[src/rtl/multicycle_controller.sv]
// Multi-cycle RV32I control unit: Moore FSM with registered per-state controls plus immsrc/alucontrol decoders.
// Optional ILLEGAL_TRAP_EN: unknown opcodes park the FSM in TRAP with illegal held high until reset.
module multicycle_controller (
    input  logic       clk,
    input  logic       reset,
    input  logic [6:0] op,
    input  logic [2:0] funct3,
    input  logic       funct7b5,
    input  logic       zero,
    output logic       pcwrite,
    output logic       adrsrc,
    output logic       memwrite,
    output logic       irwrite,
    output logic       regwrite,
    output logic [1:0] resultsrc,
    output logic [1:0] alusrca,
    output logic [1:0] alusrcb,
    output logic [2:0] immsrc,
    output logic [2:0] alucontrol,
    output logic       illegal,
    output logic [3:0] state
);
    localparam logic [6:0] OP_LW = 7'b0000011, OP_SW  = 7'b0100011, OP_R   = 7'b0110011,
                           OP_I  = 7'b0010011, OP_JAL = 7'b1101111, OP_BR  = 7'b1100011,
                           OP_LUI = 7'b0110111;

    typedef enum logic [3:0] {
        FETCH = 4'd0, DECODE = 4'd1, MEMADR = 4'd2, MEMREAD = 4'd3, MEMWB = 4'd4,
        MEMWRITE = 4'd5, EXECR = 4'd6, EXECI = 4'd7, JAL = 4'd8, ALUWB = 4'd9,
        BRANCH = 4'd10, LUI = 4'd11, TRAP = 4'd12
    } state_t;

    typedef struct packed {
        logic       pcupdate;
        logic       branch;
        logic       adrsrc;
        logic       memwrite;
        logic       irwrite;
        logic       regwrite;
        logic [1:0] resultsrc;
        logic [1:0] alusrca;
        logic [1:0] alusrcb;
        logic [1:0] aluop;
    } ctrl_t;

    state_t st, nxt;
    ctrl_t  ctl;
    logic   taken;

    // Moore outputs of a state; registered alongside the state so they change only on the edge.
    function automatic ctrl_t state_ctrl(input state_t s);
        ctrl_t c;
        c = '0;
        case (s)
            FETCH:    begin c.irwrite = 1'b1; c.alusrcb = 2'b10; c.resultsrc = 2'b10; c.pcupdate = 1'b1; end
            DECODE:   begin c.alusrca = 2'b01; c.alusrcb = 2'b01; end
            MEMADR:   begin c.alusrca = 2'b10; c.alusrcb = 2'b01; end
            MEMREAD:  c.adrsrc = 1'b1;
            MEMWB:    begin c.resultsrc = 2'b01; c.regwrite = 1'b1; end
            MEMWRITE: begin c.adrsrc = 1'b1; c.memwrite = 1'b1; end
            EXECR:    begin c.alusrca = 2'b10; c.aluop = 2'b10; end
            EXECI:    begin c.alusrca = 2'b10; c.alusrcb = 2'b01; c.aluop = 2'b10; end
            JAL:      begin c.alusrca = 2'b01; c.alusrcb = 2'b10; c.pcupdate = 1'b1; end
            ALUWB:    c.regwrite = 1'b1;
            LUI:      begin c.resultsrc = 2'b11; c.regwrite = 1'b1; end
            BRANCH:   begin c.alusrca = 2'b10; c.aluop = 2'b01; c.branch = 1'b1; end
            default:  c = '0;
        endcase
        return c;
    endfunction

    always_comb begin
        nxt = FETCH;
        case (st)
            FETCH:  nxt = DECODE;
            DECODE: begin
                case (op)
                    OP_LW, OP_SW: nxt = MEMADR;
                    OP_R:         nxt = EXECR;
                    OP_I:         nxt = EXECI;
                    OP_JAL:       nxt = JAL;
                    OP_BR:        nxt = BRANCH;
                    OP_LUI:       nxt = LUI;
`ifdef ILLEGAL_TRAP_EN
                    default:      nxt = TRAP;
`else
                    default:      nxt = FETCH;
`endif
                endcase
            end
            MEMADR:  nxt = (op == OP_LW) ? MEMREAD : MEMWRITE;
            MEMREAD: nxt = MEMWB;
            EXECR, EXECI, JAL: nxt = ALUWB;
`ifdef ILLEGAL_TRAP_EN
            TRAP:    nxt = TRAP;
`endif
            default: nxt = FETCH;
        endcase
    end

`ifdef ILLEGAL_TRAP_EN
    logic ill_q;
    always_ff @(posedge clk) begin
        if (reset) begin
            st    <= FETCH;
            ctl   <= state_ctrl(FETCH);
            ill_q <= 1'b0;
        end else begin
            st    <= nxt;
            ctl   <= state_ctrl(nxt);
            ill_q <= ill_q | (nxt == TRAP);
        end
    end
    assign illegal = ill_q;
`else
    always_ff @(posedge clk) begin
        if (reset) begin
            st  <= FETCH;
            ctl <= state_ctrl(FETCH);
        end else begin
            st  <= nxt;
            ctl <= state_ctrl(nxt);
        end
    end
    assign illegal = 1'b0;
`endif

    // Branch resolution uses the live zero flag from the ALU in the BRANCH cycle.
    assign taken = ctl.branch & ((funct3 == 3'b000) ? zero : (funct3 == 3'b001) ? ~zero : 1'b0);

    assign pcwrite   = ~reset & (ctl.pcupdate | taken);
    assign irwrite   = ~reset & ctl.irwrite;
    assign regwrite  = ~reset & ctl.regwrite;
    assign memwrite  = ~reset & ctl.memwrite;
    assign adrsrc    = ctl.adrsrc;
    assign resultsrc = ctl.resultsrc;
    assign alusrca   = ctl.alusrca;
    assign alusrcb   = ctl.alusrcb;
    assign state     = st;

    always_comb begin
        alucontrol = 3'b000;
        case (ctl.aluop)
            2'b01: alucontrol = 3'b001;
            2'b10: begin
                case (funct3)
                    3'b000:  alucontrol = (funct7b5 & op[5]) ? 3'b001 : 3'b000;
                    3'b010:  alucontrol = 3'b101;
                    3'b110:  alucontrol = 3'b011;
                    3'b111:  alucontrol = 3'b010;
                    default: alucontrol = 3'b000;
                endcase
            end
            default: alucontrol = 3'b000;
        endcase
    end

    always_comb begin
        immsrc = 3'b000;
        case (op)
            OP_SW:   immsrc = 3'b001;
            OP_BR:   immsrc = 3'b010;
            OP_JAL:  immsrc = 3'b011;
            OP_LUI:  immsrc = 3'b100;
            default: immsrc = 3'b000;
        endcase
    end
endmodule

[config.mk]
export PLATFORM = sky130hd
export DESIGN_NAME = multicycle_controller
export DESIGN_NICKNAME = d
export VERILOG_FILES = /design/src/rtl/multicycle_controller.sv
export SDC_FILE = /design/constraint.sdc
export NUM_CORES = 1
export LEC_CHECK = 0
export ABC_AREA = 1
export BUFFER_PORTS_ARGS = -buffer_cell sky130_fd_sc_hd__buf_2
export CORE_MARGIN = 1.5
export CORE_UTILIZATION = 49
export CTS_CLUSTER_SIZE = 24
export DETAILED_ROUTE_END_ITERATION = 10
export GPL_ROUTABILITY_DRIVEN = 0
export GPL_TIMING_DRIVEN = 0
export PLACE_DENSITY = 0.78
export REMOVE_ABC_BUFFERS = 1
export SLEW_MARGIN = 20
export SYNTH_ARGS = -nofsm -noshare
export SYNTH_HDL_FRONTEND = slang
export SYNTH_SLANG_ARGS = --single-unit
[constraint.sdc]
create_clock -name clk -period 1.8 [get_ports clk]
set_input_delay 0.27 -clock clk [delete_from_list [all_inputs] [get_ports clk]]
set_output_delay 0.27 -clock clk [all_outputs]
set_load 0.01 [all_outputs]
==> results of run 1 <==
## final cells by class
type / count / area (µm²) / area share (%)
Clock buffer: 4 / 36.3 / 2.91
Inverter: 29 / 109 / 8.74
Multi-Input combinational cell: 99 / 536 / 43.0
Sequential cell: 18 / 360 / 28.9
Tap cell: 27 / 33.8 / 2.71
Timing Repair Buffer: 34 / 170 / 13.7
## per-layer routing
metal	share of wire, %	GRT usage [%]	vias to the layer above	wire (µm)
met5	0	0	-	0
met4	0.40	2.78	0	8
met3	5.1	5.45	2	101
met2	50	36.4	24	997
met1	44	20.1	420	875
li1	-	-	530	-
## cells in the mapped netlist, types with 2 or more instances
master    n
nand2_2  11
inv_1    23
nand2_1  25
nand3_1  15
nor2_1   19
buf_4     7
a21oi_1   5
nor3_1    2
nand4_1   3
a21oi_2   2
inv_2     6
dfxtp_1  18
ha_1      2
nor2_2    3
## stage by stage
| stage | util, % | hold WS [ns] | area, µm² |
|---|---|---|---|
| after global placement | 60.4 | 0.612 | 1210 |
| final | 62.2 | 0.305 | 1240 |
| after floorplan | - | 0.332 | 1000 |
| after detailed placement | 60.4 | 0.610 | 1210 |
| after CTS | 62.2 | 0.298 | 1240 |
| after global routing | 62.2 | 0.311 | 1240 |
## cell families (layout without fill, tap and decap cells)
| family | Yosys count | count (layout) | synth area share, % |
|---|---|---|---|
| AND/OR/NAND/NOR | 84 | 84 | 39.4 |
| buffers and inverters | 37 | 67 | 15.6 |
| flip-flops | 18 | 18 | 34.0 |
| AO/OA/AOI/OAI | 11 | 11 | 7.55 |
| adder cells (fa/ha/maj) | 2 | 2 | 2.36 |
| other | 1 | 1 | 0.353 |
| XOR/XNOR | 1 | 1 | 0.826 |
## sequential cells by signal, summed over array words and instances, names as in the netlist
signal	cells
ctl	7
state	4
adrsrc	1
resultsrc	2
alusrca	2
alusrcb	2
## power by group
part | switching, mW | total (mW) | internal [mW]
sequential | 0.00406 | 0.416 | 0.412
combinational | 0.0766 | 0.123 | 0.0460
clock | 0.116 | 0.239 | 0.123
total | 0.197 | 0.778 | 0.581
## final timing paths
| check | from | end | slack, ns | depth (start not counted) |
|---|---|---|---|---|
| max | ctl[0]$_SDFF_PP0_ | alucontrol[2] | 0.15 | 4 |
| min | reset | alusrca[0]$_SDFF_PP0_ | 0.30 | 2 |
| max reg2reg | state[1]$_SDFF_PP0_ | ctl[13]$_SDFF_PP1_ | 0.24 | 7 |
| min reg2reg | state[1]$_SDFF_PP0_ | ctl[8]$_SDFF_PP0_ | 0.64 | 2 |
==> out/results.ini, run 1 <==
[run_status]
status = finished clean

[placed_design]
hpwl_mm = 1.64
placed_cells = 207
pre_cts_slack_ns = 0.264
numPortBuffers = 34

[timing]
fin_skew_ns = 0.00312
max_freq_ghz = 0.607
layout_worst_path_cycle_share_pct = 91.5
postLayoutSetupSlackWorst_ns = 0.152
setup_tns_ns = 0
period_needed_ns = 1.65
setup_viol = 0
rsz0062_at_grt = false
drv_slew = 0
hold_viol = 0

[drt]
routed_wl_mm = 1.98
vias_per_cell = 4.63
wl_per_cell_um = 9.39
ant_nets = 0
first_pass_iters = 4
drc = 0
vias = 976
drtIter0Drc = 10

[synthesis]
synth_edf_count = 0
yosysUniqueCellTypes = 27
syn_avg_cell_area_um2 = 6.89
yosys.area.top_type = dfxtp_1
seq_area_frac_synth_pct = 34.0
synth.area.top_cells = dfxtp_1, nand2_1, inv_1, nand3_1, nor2_1
synth_area_mm2 = 0.00106
synth_cells = 154
yosys_warnings = 0
ys.flop_type = dfxtp_1
synth_top_area_share_pct = 34.0
synth_seq_cells = 18
async_reset_ff_share_pct = 0

[worst_setup_path]
crit_type = flop to output port
crit_buf_inv = 2
slowest_stage = dfxtp_1
worstPathRequired_ns = 1.53
path_cells = inv_1 -> ha_1 -> nor4_1 -> buf_2
cp.arrival_ns = 1.38
start_kind = flop
critPathTopFamily = flip-flops
slowest_delay_ns = 0.34
path_max_fanout = 2
cp-end-kind = output port

[global_routing]
grt_pass1_vias = 933
antenna_found_initial = 0
grt_start_max_net_pins = 14
grtUsageTotal_pct = 18.8
grt_first_pass_wirelength_mm = 3.63
grt_overflow = 0

[run]
maxCapViolations = 0

[pwr]
p_per_area_mw_per_mm2 = 625
peakVddDrop_mv = 0.656
p_total_uw = 778
p_leak_nw = 0.682

[die]
core_mm2 = 0.00200
die_y_um = 49.5
dieArea_mm2 = 0.00245
dieWidth_um = 49.5
rows = 16
initial_core_util_pct = 53.0
ios = 36

[clocking]
clock_latency_ns = 0.29
ctsHoldBuffers = 0
path_clk_slew_ns = 0.09
cts_buffers = 3
cts.sinks = 18
root_buffer = clkbuf_4
ctsResizeCount = 0
cts_setup_buffers = 0
htreeDepth = 1
cts_tree = done
cts_max_path_buffers = 2

[final_layout]
area_growth_pct = 17.3
instances_no_fill = 211
final_common_cell = buf_2
final_nets = 201
fill_cells = 194
drive_gt1_share_pct = 35.9
num_antenna_cells = 0
final_cell_mix = buf_2, nand2_1, inv_1

[hold_path]
min_path_type = input pin to flop

Note: power is estimated with default switching activity, not from simulation.
==> inputs of run 2 (changes only) <==
--- a/config.mk
+++ b/config.mk
@@ -7,13 +7,15 @@
 export LEC_CHECK = 0
 export ABC_AREA = 1
 export BUFFER_PORTS_ARGS = -buffer_cell sky130_fd_sc_hd__buf_2
+export CELL_PAD_IN_SITES_DETAIL_PLACEMENT = 0
+export CELL_PAD_IN_SITES_GLOBAL_PLACEMENT = 1
 export CORE_MARGIN = 1.5
-export CORE_UTILIZATION = 49
+export CORE_UTILIZATION = 34
 export CTS_CLUSTER_SIZE = 24
 export DETAILED_ROUTE_END_ITERATION = 10
 export GPL_ROUTABILITY_DRIVEN = 0
 export GPL_TIMING_DRIVEN = 0
-export PLACE_DENSITY = 0.78
+export PLACE_DENSITY_LB_ADDON = 0.1
 export REMOVE_ABC_BUFFERS = 1
 export SLEW_MARGIN = 20
 export SYNTH_ARGS = -nofsm -noshare
==> run 2 against run 1 <==
- worst setup slack lost 0.0074 ns
- register-to-register slack lost 0.04 ns
- clock skew down 0.0011 ns
- sequential share of layout area down 0.17 points
- cell count up 2.8%
- design area up 0.60%
- fmax shrank 0.45%
- count of clock-buffer cells in the layout stayed put
- global-route usage is 5.7 points lower
- via count shrank 0.92%
- sequential power barely moved
- die area rose by 41%
- largest cell class unchanged
- largest power group unchanged
==> out/results.ini, run 2 (same netlist as run 1, synthesis figures left out) <==
[run_status]
status = finished clean

[pwr]
p_per_area_mw_per_mm2 = 618  ; -1.1%
peakVddDrop_mv = 0.204  ; -69%
p_leak_nw = 0.682  ; unchanged
p_total_uw = 774  ; -0.49%

[die]
ios = 36  ; unchanged
dieWidth_um = 58.9  ; +19%
core_mm2 = 0.00300  ; +50%
rows = 20  ; +4
die_y_um = 58.9  ; +19%
initial_core_util_pct = 35.3  ; -18 points
dieArea_mm2 = 0.00346  ; +41%

[global_routing]
grt_first_pass_wirelength_mm = 3.46  ; -4.6%
grt_pass1_vias = 845  ; -9.4%
grt_start_max_net_pins = 14  ; unchanged
grt_overflow = 0  ; unchanged
grtUsageTotal_pct = 13.1  ; -5.7 points
antenna_found_initial = 0  ; unchanged

[worst_setup_path]
path_cells = inv_1 -> ha_1 -> nor4_1 -> buf_2
critPathTopFamily = flip-flops
crit_path_start = ctl[0]$_SDFF_PP0_
cp-end-kind = output port
r2r_cells = 7  ; unchanged
crit_buf_inv = 2  ; unchanged
rr_startpoint = state[1]$_SDFF_PP0_
worst_r2r_endpoint = resultsrc[1]$_SDFF_PP1_
reg2reg_slack_ns = 0.20  ; -0.04 ns
worstPathRequired_ns = 1.53  ; about the same
start_kind = flop
slowest_delay_ns = 0.34  ; about the same
cp.arrival_ns = 1.38  ; about the same
path_max_fanout = 2  ; unchanged
slowest_stage = dfxtp_1
crit_type = flop to output port

[timing]
max_freq_ghz = 0.604  ; -0.45%
setup_viol = 0  ; unchanged
period_needed_ns = 1.65  ; +0.00739 ns
fin_skew_ns = 0.00202  ; -0.00109 ns
postLayoutSetupSlackWorst_ns = 0.145  ; -0.00739 ns
layout_worst_path_cycle_share_pct = 91.9  ; +0.41 points
setup_tns_ns = 0  ; unchanged
hold_viol = 0  ; unchanged
drv_slew = 0  ; unchanged
rsz0062_at_grt = false

[clocking]
cts.sinks = 18  ; unchanged
ctsHoldBuffers = 0  ; unchanged
cts_tree = done
root_buffer = clkbuf_4
cts_setup_buffers = 0  ; unchanged
cts_max_path_buffers = 2  ; unchanged
cts_buffers = 3  ; unchanged
clock_latency_ns = 0.28  ; about the same
ctsResizeCount = 0  ; unchanged
htreeDepth = 1  ; unchanged
path_clk_slew_ns = 0.09  ; about the same

[placed_design]
hpwl_mm = 1.76  ; +7.6%
placed_cells = 213  ; +2.9%
numPortBuffers = 34  ; unchanged
pre_cts_slack_ns = 0.211  ; -0.0531 ns

[final_layout]
area_growth_pct = 18.0
final_common_cell = buf_2
largest_reg_flops = 7  ; unchanged
regMostFlops = ctl
final_nets = 201  ; unchanged
instances_no_fill = 217  ; +2.8%
num_antenna_cells = 0  ; unchanged
drive_gt1_share_pct = 35.9  ; unchanged
final_cell_mix = buf_2, nand2_1, inv_1

[drt]
ant_nets = 0  ; unchanged
vias_per_cell = 4.46  ; -3.7%
routed_wl_mm = 2.06  ; +3.7%
drtIter0Drc = 6  ; -4
wl_per_cell_um = 9.47  ; +0.87%
vias = 967  ; -0.92%
drc = 0  ; unchanged
first_pass_iters = 4  ; unchanged

[hold_path]
hold_end = alusrca[0]$_SDFF_PP0_
hold-path-cell-count = 2  ; unchanged
min_path_type = input pin to flop
hp-start = reset

[run]
maxCapViolations = 0  ; unchanged

[run 2: power breakdown]
part,switching [mW],internal (mW)
combinational,0.0753,0.0459
sequential,0.00436,0.412
clock,0.114,0.123
[run 2: metrics by stage]
stage / cell area [µm²] / utilization, % / hold WS, ns
after floorplan: 1000 / - / 0.332
after global placement: 1220 / 40.5 / 0.616
after detailed placement: 1220 / 40.5 / 0.620
after CTS: 1250 / 41.7 / 0.305
after global routing: 1250 / 41.7 / 0.310
final: 1250 / 41.7 / 0.307
[run 2: worst max-delay path by stage]
| stage | to | cells after the start |
|---|---|---|
| 6_report | alucontrol[2] | 4 |
| 5_1_grt | resultsrc[1]$_SDFF_PP1_ | 7 |
| 4_1_cts | alucontrol[2] | 4 |
| 3_5_place_dp | ctl[13]$_SDFF_PP1_ | 7 |
| 3_3_place_gp | ctl[13]$_SDFF_PP1_ | 7 |
| 2_1_floorplan | alusrcb[0]$_SDFF_PP0_ | 9 |
[run 2: layout make-up]
| class | instances | area, µm² |
|---|---|---|
| Inverter | 29 | 109 |
| Multi-Input combinational cell | 99 | 536 |
| Sequential cell | 18 | 360 |
| Clock buffer | 4 | 36.3 |
| Fill cell | 343 | 1750 |
| Timing Repair Buffer | 34 | 170 |
| Tap cell | 33 | 41.3 |
[run 2: routing by layer]
metal  up-vias  GRT usage (%)  share of wire (%)
met5         -              0                  0
met4         0           6.82                1.0
li1        530              -                  -
met3         2           1.76                5.1
met1       413           15.8                 46
met2        22           22.4                 48
==> inputs of run 3 (changes only) <==
--- a/config.mk
+++ b/config.mk
@@ -16,6 +16,7 @@
 export GPL_ROUTABILITY_DRIVEN = 0
 export GPL_TIMING_DRIVEN = 0
 export PLACE_DENSITY_LB_ADDON = 0.1
+export RECOVER_POWER = 50
 export REMOVE_ABC_BUFFERS = 1
 export SLEW_MARGIN = 20
 export SYNTH_ARGS = -nofsm -noshare
==> run 3 against run 2 <==
- first-iteration DRC count grew 50%
- combinational power shrank 6%
- critical path type unchanged
- total power shrank 0.84%
==> out/results.ini, run 3 (same netlist as run 1, synthesis figures left out) <==
[run_status]
status = finished clean

[global_routing]
grt_first_pass_wirelength_mm = 3.46  ; unchanged
grtUsageTotal_pct = 13.1  ; unchanged
grt_overflow = 0  ; unchanged
grt_pass1_vias = 845  ; unchanged
antenna_found_initial = 0  ; unchanged
grt_start_max_net_pins = 14  ; unchanged

[die]
dieWidth_um = 58.9  ; unchanged
initial_core_util_pct = 35.3  ; unchanged
rows = 20  ; unchanged
dieArea_mm2 = 0.00346  ; unchanged
core_mm2 = 0.00300  ; unchanged
die_y_um = 58.9  ; unchanged
ios = 36  ; unchanged

[worst_setup_path]
cp.arrival_ns = 1.38  ; about the same
path_cells = inv_1 -> ha_1 -> nor4_1 -> buf_2
worstPathRequired_ns = 1.53  ; about the same
start_kind = flop
slowest_stage = dfxtp_1
path_max_fanout = 2  ; unchanged
crit_type = flop to output port
cp-end-kind = output port
slowest_delay_ns = 0.34  ; about the same

[final_layout]
final_nets = 201  ; unchanged
fill_cells = 348  ; +1.5%
design_area_mm2 = 0.00122  ; -2.6%
regMostFlops = ctl
final_common_cell = nand2_1
instances_no_fill = 217  ; unchanged
largest_reg_flops = 7  ; unchanged
num_antenna_cells = 0  ; unchanged
area_growth_pct = 15.0
final_cell_mix = nand2_1, inv_1, nor2_1, buf_2, dfxtp_1
drive_gt1_share_pct = 26.6  ; -9.2 points

[pwr]
p_per_area_mw_per_mm2 = 629  ; +1.8%
p_leak_nw = 0.622  ; -8.7%
peakVddDrop_mv = 0.202  ; -0.56%

[drt]
routed_wl_mm = 2.08  ; +1.1%
wl_per_cell_um = 9.58  ; +1.1%
vias = 960  ; -0.72%
ant_nets = 0  ; unchanged
drc = 0  ; unchanged
vias_per_cell = 4.42  ; -0.72%
first_pass_iters = 4  ; unchanged
drtIter0Drc = 9  ; +3

[timing]
period_needed_ns = 1.65  ; -0.000890 ns
max_freq_ghz = 0.605  ; about the same
hold_viol = 0  ; unchanged
layout_worst_path_cycle_share_pct = 91.9  ; about the same
postLayoutSetupSlackWorst_ns = 0.146  ; +0.000890 ns
setup_tns_ns = 0  ; unchanged
setup_viol = 0  ; unchanged
fin_skew_ns = 0.00325  ; +0.00123 ns
rsz0062_at_grt = false
whs_ns = 0.307  ; -0.000766 ns
drv_slew = 0  ; unchanged

[clocking]
clock_latency_ns = 0.28  ; about the same
cts.sinks = 18  ; unchanged
cts_tree = done
cts_buffers = 3  ; unchanged
htreeDepth = 1  ; unchanged
cts_setup_buffers = 0  ; unchanged
cts_max_path_buffers = 2  ; unchanged
root_buffer = clkbuf_4
ctsHoldBuffers = 0  ; unchanged
path_clk_slew_ns = 0.10  ; about the same
ctsResizeCount = 0  ; unchanged

[run]
maxCapViolations = 0  ; unchanged

[placed_design]
placed_cells = 213  ; unchanged
numPortBuffers = 34  ; unchanged
placed_cell_area_mm2 = 0.00122  ; unchanged
pre_cts_slack_ns = 0.211  ; unchanged
hpwl_mm = 1.76  ; unchanged

[hold_path]
min_path_type = input pin to flop

[run 3: changes by cell type in the layout (fill, tap and decap cells not counted), sizes merged]
cell,change
clkbuf,+15
buf,-15
[run 3: where the power goes]
group / internal (mW) / total, mW / switching [mW] / leakage, nW
logic: 0.0406 / 0.114 / 0.0739 / 0.454
registers: 0.412 / 0.416 / 0.00470 / 0.147
clock network: 0.123 / 0.237 / 0.113 / 0.0210
[run 3: worst paths after layout]
kind	start	end	slack (ns)	depth (start not counted)
setup / recovery	ctl[0]$_SDFF_PP0_	alucontrol[2]	0.15	4
hold / removal	reset	alusrca[0]$_SDFF_PP0_	0.31	2
setup reg to reg	state[1]$_SDFF_PP0_	resultsrc[1]$_SDFF_PP1_	0.19	7
hold reg to reg	state[0]$_SDFF_PP0_	ctl[10]$_SDFF_PP0_	0.66	3
[run 3: stage by stage]
stage / power [mW] / util, %
after detailed placement: 0.548 / 40.5
after global routing: 0.819 / 40.6
after global placement: 0.546 / 40.5
after floorplan: 0.499 / -
after CTS: 0.785 / 41.7
final: 0.767 / 40.6
[run 3: critical path: cells and delay by family (launching register included)]
kind / cells / cell delay, ns
buffers and inverters: 2 / 0.22
DFF: 1 / 0.34
and+or+nand+nor: 1 / 0.25
adders and majority gates: 1 / 0.30
[run 3: per-layer routing]
metal / global-route usage, % / share of wire, %
met1: 15.8 / 46
met2: 22.4 / 48
met3: 1.76 / 5.1
met4: 6.82 / 1.0
met5: 0 / 0
[run 3: cell type report]
class,count,area [µm²],share of cell area [%]
flip-flops and latches,18,360,29.5
multi-input cells,99,522,42.8
clock buffers,4,36.3,2.97
inverters,29,109,8.92
well taps,33,41.3,3.38
repair buffers,34,151,12.4
